[config.mk]
export PLATFORM = sky130hd
export DESIGN_NAME = neuron_act_collector_flat
export DESIGN_NICKNAME = d
export VERILOG_FILES = /design/src/rtl/neuron_act_collector_if.sv /design/src/rtl/neuron_act_collector.sv /design/src/flat_wrapper.sv
export SDC_FILE = /design/constraint.sdc
export NUM_CORES = 1
export LEC_CHECK = 0
export CELL_PAD_IN_SITES_DETAIL_PLACEMENT = 1
export CELL_PAD_IN_SITES_GLOBAL_PLACEMENT = 2
export CORE_ASPECT_RATIO = 0.7
export CORE_MARGIN = 2
export CORE_UTILIZATION = 26
export CTS_CLUSTER_DIAMETER = 200
export DETAILED_ROUTE_END_ITERATION = 6
export PLACE_DENSITY_LB_ADDON = 0.15
export SLEW_MARGIN = 20
export SYNTH_ARGS = -nofsm -noshare
export SYNTH_HDL_FRONTEND = slang
export SYNTH_SLANG_ARGS = --single-unit
[constraint.sdc]
create_clock -name clk -period 3.3 [get_ports clk]
set_input_delay 0.825 -clock clk [delete_from_list [all_inputs] [get_ports clk]]
set_output_delay 0.825 -clock clk [all_outputs]
set_load 0.05 [all_outputs]
[src/rtl/neuron_act_collector_if.sv]
// Result stream from the activation collector to the next layer or the AXI writer.
// The master drives data, valid and last. The slave drives ready.
interface neuron_act_collector_if #(
  parameter int DWIDTH = 16
);
  logic [DWIDTH-1:0] m_data;
  logic              m_valid;
  logic              m_ready;
  logic              m_last;

  modport master (output m_data, output m_valid, output m_last, input m_ready);
  modport slave  (input m_data, input m_valid, input m_last, output m_ready);
endinterface

[src/rtl/neuron_act_collector.sv]
// neuron_act_collector: captures neuron results, applies an optional ReLU and tags
// the last neuron of each layer. Results are buffered in a FWFT FIFO and streamed
// out over valid/ready. End-of-layer is reported with m_last and a layer_done pulse.
//
// state   | meaning
// IDLE    | no layer in progress
// COLLECT | layer started, last neuron not yet captured
// DRAIN   | last neuron captured, waiting for it to leave the FIFO
module neuron_act_collector #(
  parameter int DWIDTH     = 16,
  parameter int NUM_NEURON = 10,
  parameter int DEPTH      = 16
) (
  input  logic                          clk,
  input  logic                          nreset,
  input  logic [DWIDTH-1:0]             neuron_out,
  input  logic                          neuron_done,
  input  logic                          relu_en,
  neuron_act_collector_if.master        m_if,
  output logic [$clog2(NUM_NEURON):0]   neuron_idx,
  output logic                          busy,
  output logic                          layer_done,
  output logic                          overflow
);
  localparam int IW = $clog2(NUM_NEURON) + 1;
  localparam int AW = $clog2(DEPTH);
  localparam logic [IW-1:0] LAST_IDX = IW'(NUM_NEURON - 1);
  localparam logic [AW:0]   PTR_ONE  = (AW+1)'(1);

  typedef enum logic [1:0] {IDLE, COLLECT, DRAIN} state_t;

  state_t            state, state_nxt;
  logic [DWIDTH-1:0] act_q;
  logic              last_q;
  logic              wr_q;
  logic [DWIDTH:0]   mem [DEPTH];
  logic [AW:0]       wr_ptr, rd_ptr;
  logic              empty, full, pop, do_write;
  logic              cap_last, drain_exit;
  logic              pending, pending_last;

  assign cap_last = (neuron_idx == LAST_IDX);
  assign empty    = (wr_ptr == rd_ptr);
  assign full     = (wr_ptr[AW] != rd_ptr[AW]) && (wr_ptr[AW-1:0] == rd_ptr[AW-1:0]);
  assign pop      = m_if.m_valid && m_if.m_ready;
  // A full FIFO still accepts a write when the head leaves in the same cycle.
  assign do_write = wr_q && (!full || pop);

  assign m_if.m_valid = !empty;
  assign {m_if.m_last, m_if.m_data} = mem[rd_ptr[AW-1:0]];
  assign busy = (state != IDLE);

  // The layer ends when its last entry is popped. If that entry was dropped on
  // overflow, the layer ends once the FIFO and the write stage have both emptied.
  assign drain_exit = (state == DRAIN) &&
                      ((pop && m_if.m_last) || (empty && !wr_q));

  // Stage A: capture the result with ReLU, tag it and advance the layer index.
  always_ff @(posedge clk or negedge nreset) begin
    if (!nreset) begin
      act_q      <= '0;
      last_q     <= 1'b0;
      wr_q       <= 1'b0;
      neuron_idx <= '0;
    end else begin
      wr_q <= neuron_done;
      if (neuron_done) begin
        act_q      <= (relu_en && neuron_out[DWIDTH-1]) ? '0 : neuron_out;
        last_q     <= cap_last;
        neuron_idx <= cap_last ? '0 : neuron_idx + IW'(1);
      end
    end
  end

  // Stage B: FIFO write and pop, plus the sticky overflow flag.
  always_ff @(posedge clk or negedge nreset) begin
    if (!nreset) begin
      wr_ptr   <= '0;
      rd_ptr   <= '0;
      overflow <= 1'b0;
      for (int i = 0; i < DEPTH; i++) mem[i] <= '0;
    end else begin
      if (do_write) begin
        mem[wr_ptr[AW-1:0]] <= {last_q, act_q};
        wr_ptr              <= wr_ptr + PTR_ONE;
      end
      if (pop) rd_ptr <= rd_ptr + PTR_ONE;
      if (wr_q && full && !pop) overflow <= 1'b1;
    end
  end

  // FSM state register, the next-layer pending flags and the layer_done pulse.
  always_ff @(posedge clk or negedge nreset) begin
    if (!nreset) begin
      state        <= IDLE;
      pending      <= 1'b0;
      pending_last <= 1'b0;
      layer_done   <= 1'b0;
    end else begin
      state      <= state_nxt;
      layer_done <= drain_exit;
      if (state != DRAIN || drain_exit) begin
        pending      <= 1'b0;
        pending_last <= 1'b0;
      end else if (neuron_done) begin
        pending      <= 1'b1;
        pending_last <= pending_last | cap_last;
      end
    end
  end

  // FSM next state. A capture in the exit cycle itself counts as next-layer work.
  always_comb begin
    state_nxt = state;
    case (state)
      IDLE:    if (neuron_done) state_nxt = cap_last ? DRAIN : COLLECT;
      COLLECT: if (neuron_done && cap_last) state_nxt = DRAIN;
      DRAIN: begin
        if (drain_exit) begin
          if (pending_last || (neuron_done && cap_last)) state_nxt = DRAIN;
          else if (pending || neuron_done)               state_nxt = COLLECT;
          else                                           state_nxt = IDLE;
        end
      end
      default: state_nxt = IDLE;
    endcase
  end
endmodule

[src/flat_wrapper.sv]
// flat-port wrapper written by rule: the top's interface ports become plain ports
module neuron_act_collector_flat 
#(
  parameter int DWIDTH     = 16,
  parameter int NUM_NEURON = 10,
  parameter int DEPTH      = 16
)
  (clk, nreset, neuron_out, neuron_done, relu_en, neuron_idx, busy, layer_done, overflow, m_if_m_data, m_if_m_valid, m_if_m_last, m_if_m_ready);
  neuron_act_collector_if #(.DWIDTH(DWIDTH)) m_if_i ();
  input  logic clk;
  input  logic nreset;
  input  logic [DWIDTH-1:0] neuron_out;
  input  logic neuron_done;
  input  logic relu_en;
  output logic [$clog2(NUM_NEURON):0] neuron_idx;
  output logic busy;
  output logic layer_done;
  output logic overflow;
  output wire logic [$bits(m_if_i.m_data)-1:0] m_if_m_data;
  output wire logic [$bits(m_if_i.m_valid)-1:0] m_if_m_valid;
  output wire logic [$bits(m_if_i.m_last)-1:0] m_if_m_last;
  input wire logic [$bits(m_if_i.m_ready)-1:0] m_if_m_ready;
  assign m_if_m_data = m_if_i.m_data;
  assign m_if_m_valid = m_if_i.m_valid;
  assign m_if_m_last = m_if_i.m_last;
  assign m_if_i.m_ready = m_if_m_ready;
  neuron_act_collector #(.DWIDTH(DWIDTH), .NUM_NEURON(NUM_NEURON), .DEPTH(DEPTH)) u_core (.clk(clk), .nreset(nreset), .neuron_out(neuron_out), .neuron_done(neuron_done), .relu_en(relu_en), .m_if(m_if_i), .neuron_idx(neuron_idx), .busy(busy), .layer_done(layer_done), .overflow(overflow));
endmodule
==> results.cfg <==
[layout]
fillers = 5562
area_growth_pct = 24.6
drive_above_1_share_pct = 54.9
final_area_sq_um = 17700
nets = 1026
diodes = 0

[critical_path]
critical_path.slowest_cell = mux4_2
reg2reg_depth = 10
crit_type = reg2out
crit_chain = buf_8 -> buf_12 -> buf_12 -> mux4_2 -> a211oi_4 -> a21oi_2 -> buf_6
slowest_delay_ns = 0.52
cp-end-kind = output port
arrival_ns = 2.43
critPathRequiredTime_ns = 2.47
cp_common_cell = buf_12
startpoint_type = register
crit_path_max_fanout = 7

[detailed_routing]
drt.antenna.violating_nets = 0
viasPerCell = 4.65
vias = 8159
drc = 0
drtIter0Drc = 358
finalWirelength_mm = 42.5
firstDrtPassIters = 4
wire_per_inst_microns = 24.3

[die]
die_x_microns = 283
dieArea_sq_um = 56400
start_util_pct = 26.3
die_h_microns = 199
ios = 47
rows = 71
coreArea_sq_um = 53800

[logic_synthesis]
avgSynthCellArea_sq_um = 15.7
synthArstFlopShare_pct = 100
ys_seq_area_share_pct = 54.9
ys_seq_elements = 311
synthCells = 904
yosysWarnings = 0
synth-edff-count = 0
synth_ff_type = dfrtp_1
ys_types = 45
syn_area_sq_um = 14200
yosysTopAreaCell = dfrtp_1
ys_top_cells_by_count = dfrtp_1 (311), mux2_2 (275), mux4_2 (67)
synth_area_leaders = dfrtp_1 (55%), mux2_2 (22%), mux4_2 (11%), mux2i_1 (1.3%), a22o_1 (0.93%)
syn_nets = 932
yosysMostFrequentCell = dfrtp_1
yosys.area.top_type_share_pct = 54.9

[timing]
finalMaxSlewViolations = 0
finalSetupViolCount = 0
worstMarginPinSlew_ns = 0.845
slew_headroom_pct = 43.6
holdWs_ns = 0.319
fin_crit_ns = 3.25
hold_viol = 0
rsz0062_at_grt = yes
finalClockSkew_ns = 0.0169
fmax_mhz = 307
fin_tns_setup_ns = 0
fin_crit_sh_pct = 98.6

[pwr]
powerDensity_nw_per_um2 = 1080
p_leak_uw = 0.00759
ir_worst_vdd_uv = 489

[global_route]
grt_pass1_vias = 8940
grt_max_degree = 91
grt.total_usage_pct = 15.4
grt_pass1_wl_mm = 64.3
gr-usage-met3_pct = 2.21
top_usage_layer = met1
overflow = 0
antenna_found_initial = 0
globalRouteMet2Util_pct = 22.9
met1_usage_pct = 23.6

[job]
cap_violations = 0

[clock_tree]
cts.sinks = 311
root_buffer = clkbuf_16
clockBufferDepth = 3
cts_buffers = 37
clk_pin_slew_ns = 0.06
cts_hold_buf = 0
clk_latency_ns = 0.54
h-tree-depth = 2
cts_tree = built

[place]
io_buffers = 46
gp_congestion = 0.673
dpl.hpwl_mm = 24.5
post_dp_cell_area_sq_um = 15900

[worst_hold_path]
hold_class = in2async

[status]
status = finished clean
[where the power goes]
part           internal, uW  switching [uW]  leakage [uW]  total (uW)
clock                  2580            1660      0.000616        4240
sequential             5380            1100       0.00402        6470
combinational          4310            3990       0.00295        8310
[through the flow]
stage          util, %  power, uW  std cells  setup slack (ns)
3_3_place_gp      29.5      13800       1669             0.239
3_5_place_dp      29.5      13900       1669             0.262
6_report          32.8      19000       1754            0.0468
2_1_floorplan        -      11300        904             0.240
4_1_cts           32.2      18700       1746           -0.0556
5_1_grt           32.8      20200       1754           -0.0481
[flip-flops by register name, indices dropped and copies added, names as in the netlist]
signal	cells
u_core.neuron_idx	5
u_core.layer_done	1
u_core.overflow	1
u_core.pending	1
u_core.wr_ptr	5
u_core.state	2
u_core.mem	272
u_core.pending_last	1
u_core.rd_ptr	5
u_core.wr_q	1
u_core.last_q	1
u_core.act_q	16
[cell families (layout without fill, tap and decap cells)]
family                   after synthesis  in the layout  share of synthesized area (%)
adder cells (fa/ha/maj)                7              7                          0.618
XOR/XNOR                              14             14                          0.865
flip-flops                           311            311                           54.9
multiplexers                         360            360                           33.8
AO/OA/AOI/OAI                         72             72                           3.79
buffers and inverters                 71            191                           2.60
AND/OR/NAND/NOR                       69             69                           3.45
[worst max-delay path: cells and delay by family (launching register included)]
family / cells / cell delay (ns)
flops: 1 / 0.46
compound gates: 2 / 0.32
mux: 1 / 0.52
buf+inv: 4 / 0.59
[timing repair]
item | CTS | global route
gates resized for setup | 30 | 51
hold endpoints to repair | 0 | 0
pin swaps | 4 | 19
gates cloned | 1 | 2
endpoints found under the setup margin | 17 | 17
buffers inserted | 12 | 6
[path summary, 6_finish.rpt]
kind / from / end / slack, ns
setup / recovery: u_core.rd_ptr[0] / m_if_m_data[5] / 0.05
hold / removal: nreset / u_core.mem[241] / 0.32
setup reg to reg: u_core.rd_ptr[0] / u_core.mem[213] / 0.72
hold reg to reg: u_core.overflow / u_core.overflow / 0.47
max in group asynchronous: nreset / u_core.mem[249] / 2.07
min in group clk: u_core.overflow / u_core.overflow / 0.47
[area by class of cell]
cell class                 instances  area, sq um  area share [%]
sequential                       311         7790            44.1
multi-input combinational        522         6240            35.3
timing repair buffer             119         1440            8.15
clock buffer                      57         1120            6.35
tap                              730          913            5.17
clock inverter                     8          130           0.737
inverter                           7         26.3           0.149
[per-layer routing]
layer / wire length, microns / up-vias
met2: 18300 / 86
met1: 22300 / 4462
met4: 612 / 0
li1: - / 3561
met3: 1370 / 50
met5: 0 / -
[layout by cell type (no fill, tap or decap), types with 4 or more instances in the layout]
master           Yosys  routed
buf_8                0       4
nand2_1              9       9
mux2i_1             18      11
and2_1              16      11
xor2_1               5       5
inv_1                7       7
clkdlybuf4s50_1      0      27
mux2i_2              0       4
xnor2_1              9       9
o21ai_0              5       5
a21oi_2              0      15
dfrtp_1            311     307
and2_4               0       5
nor2_2              12      12
mux2_2             275     275
a21oi_1             19       4
nor2b_1              4       4
buf_12               0      26
buf_4                0      41
ha_1                 7       7
clkbuf_1            32       9
buf_6               10      18
clkbuf_8             0      10
a22o_1              15      15
a211oi_2             0      15
nor4_4               4       4
clkbuf_16            0      40
mux4_2              67      67
(Power assumes the default switching activity.)
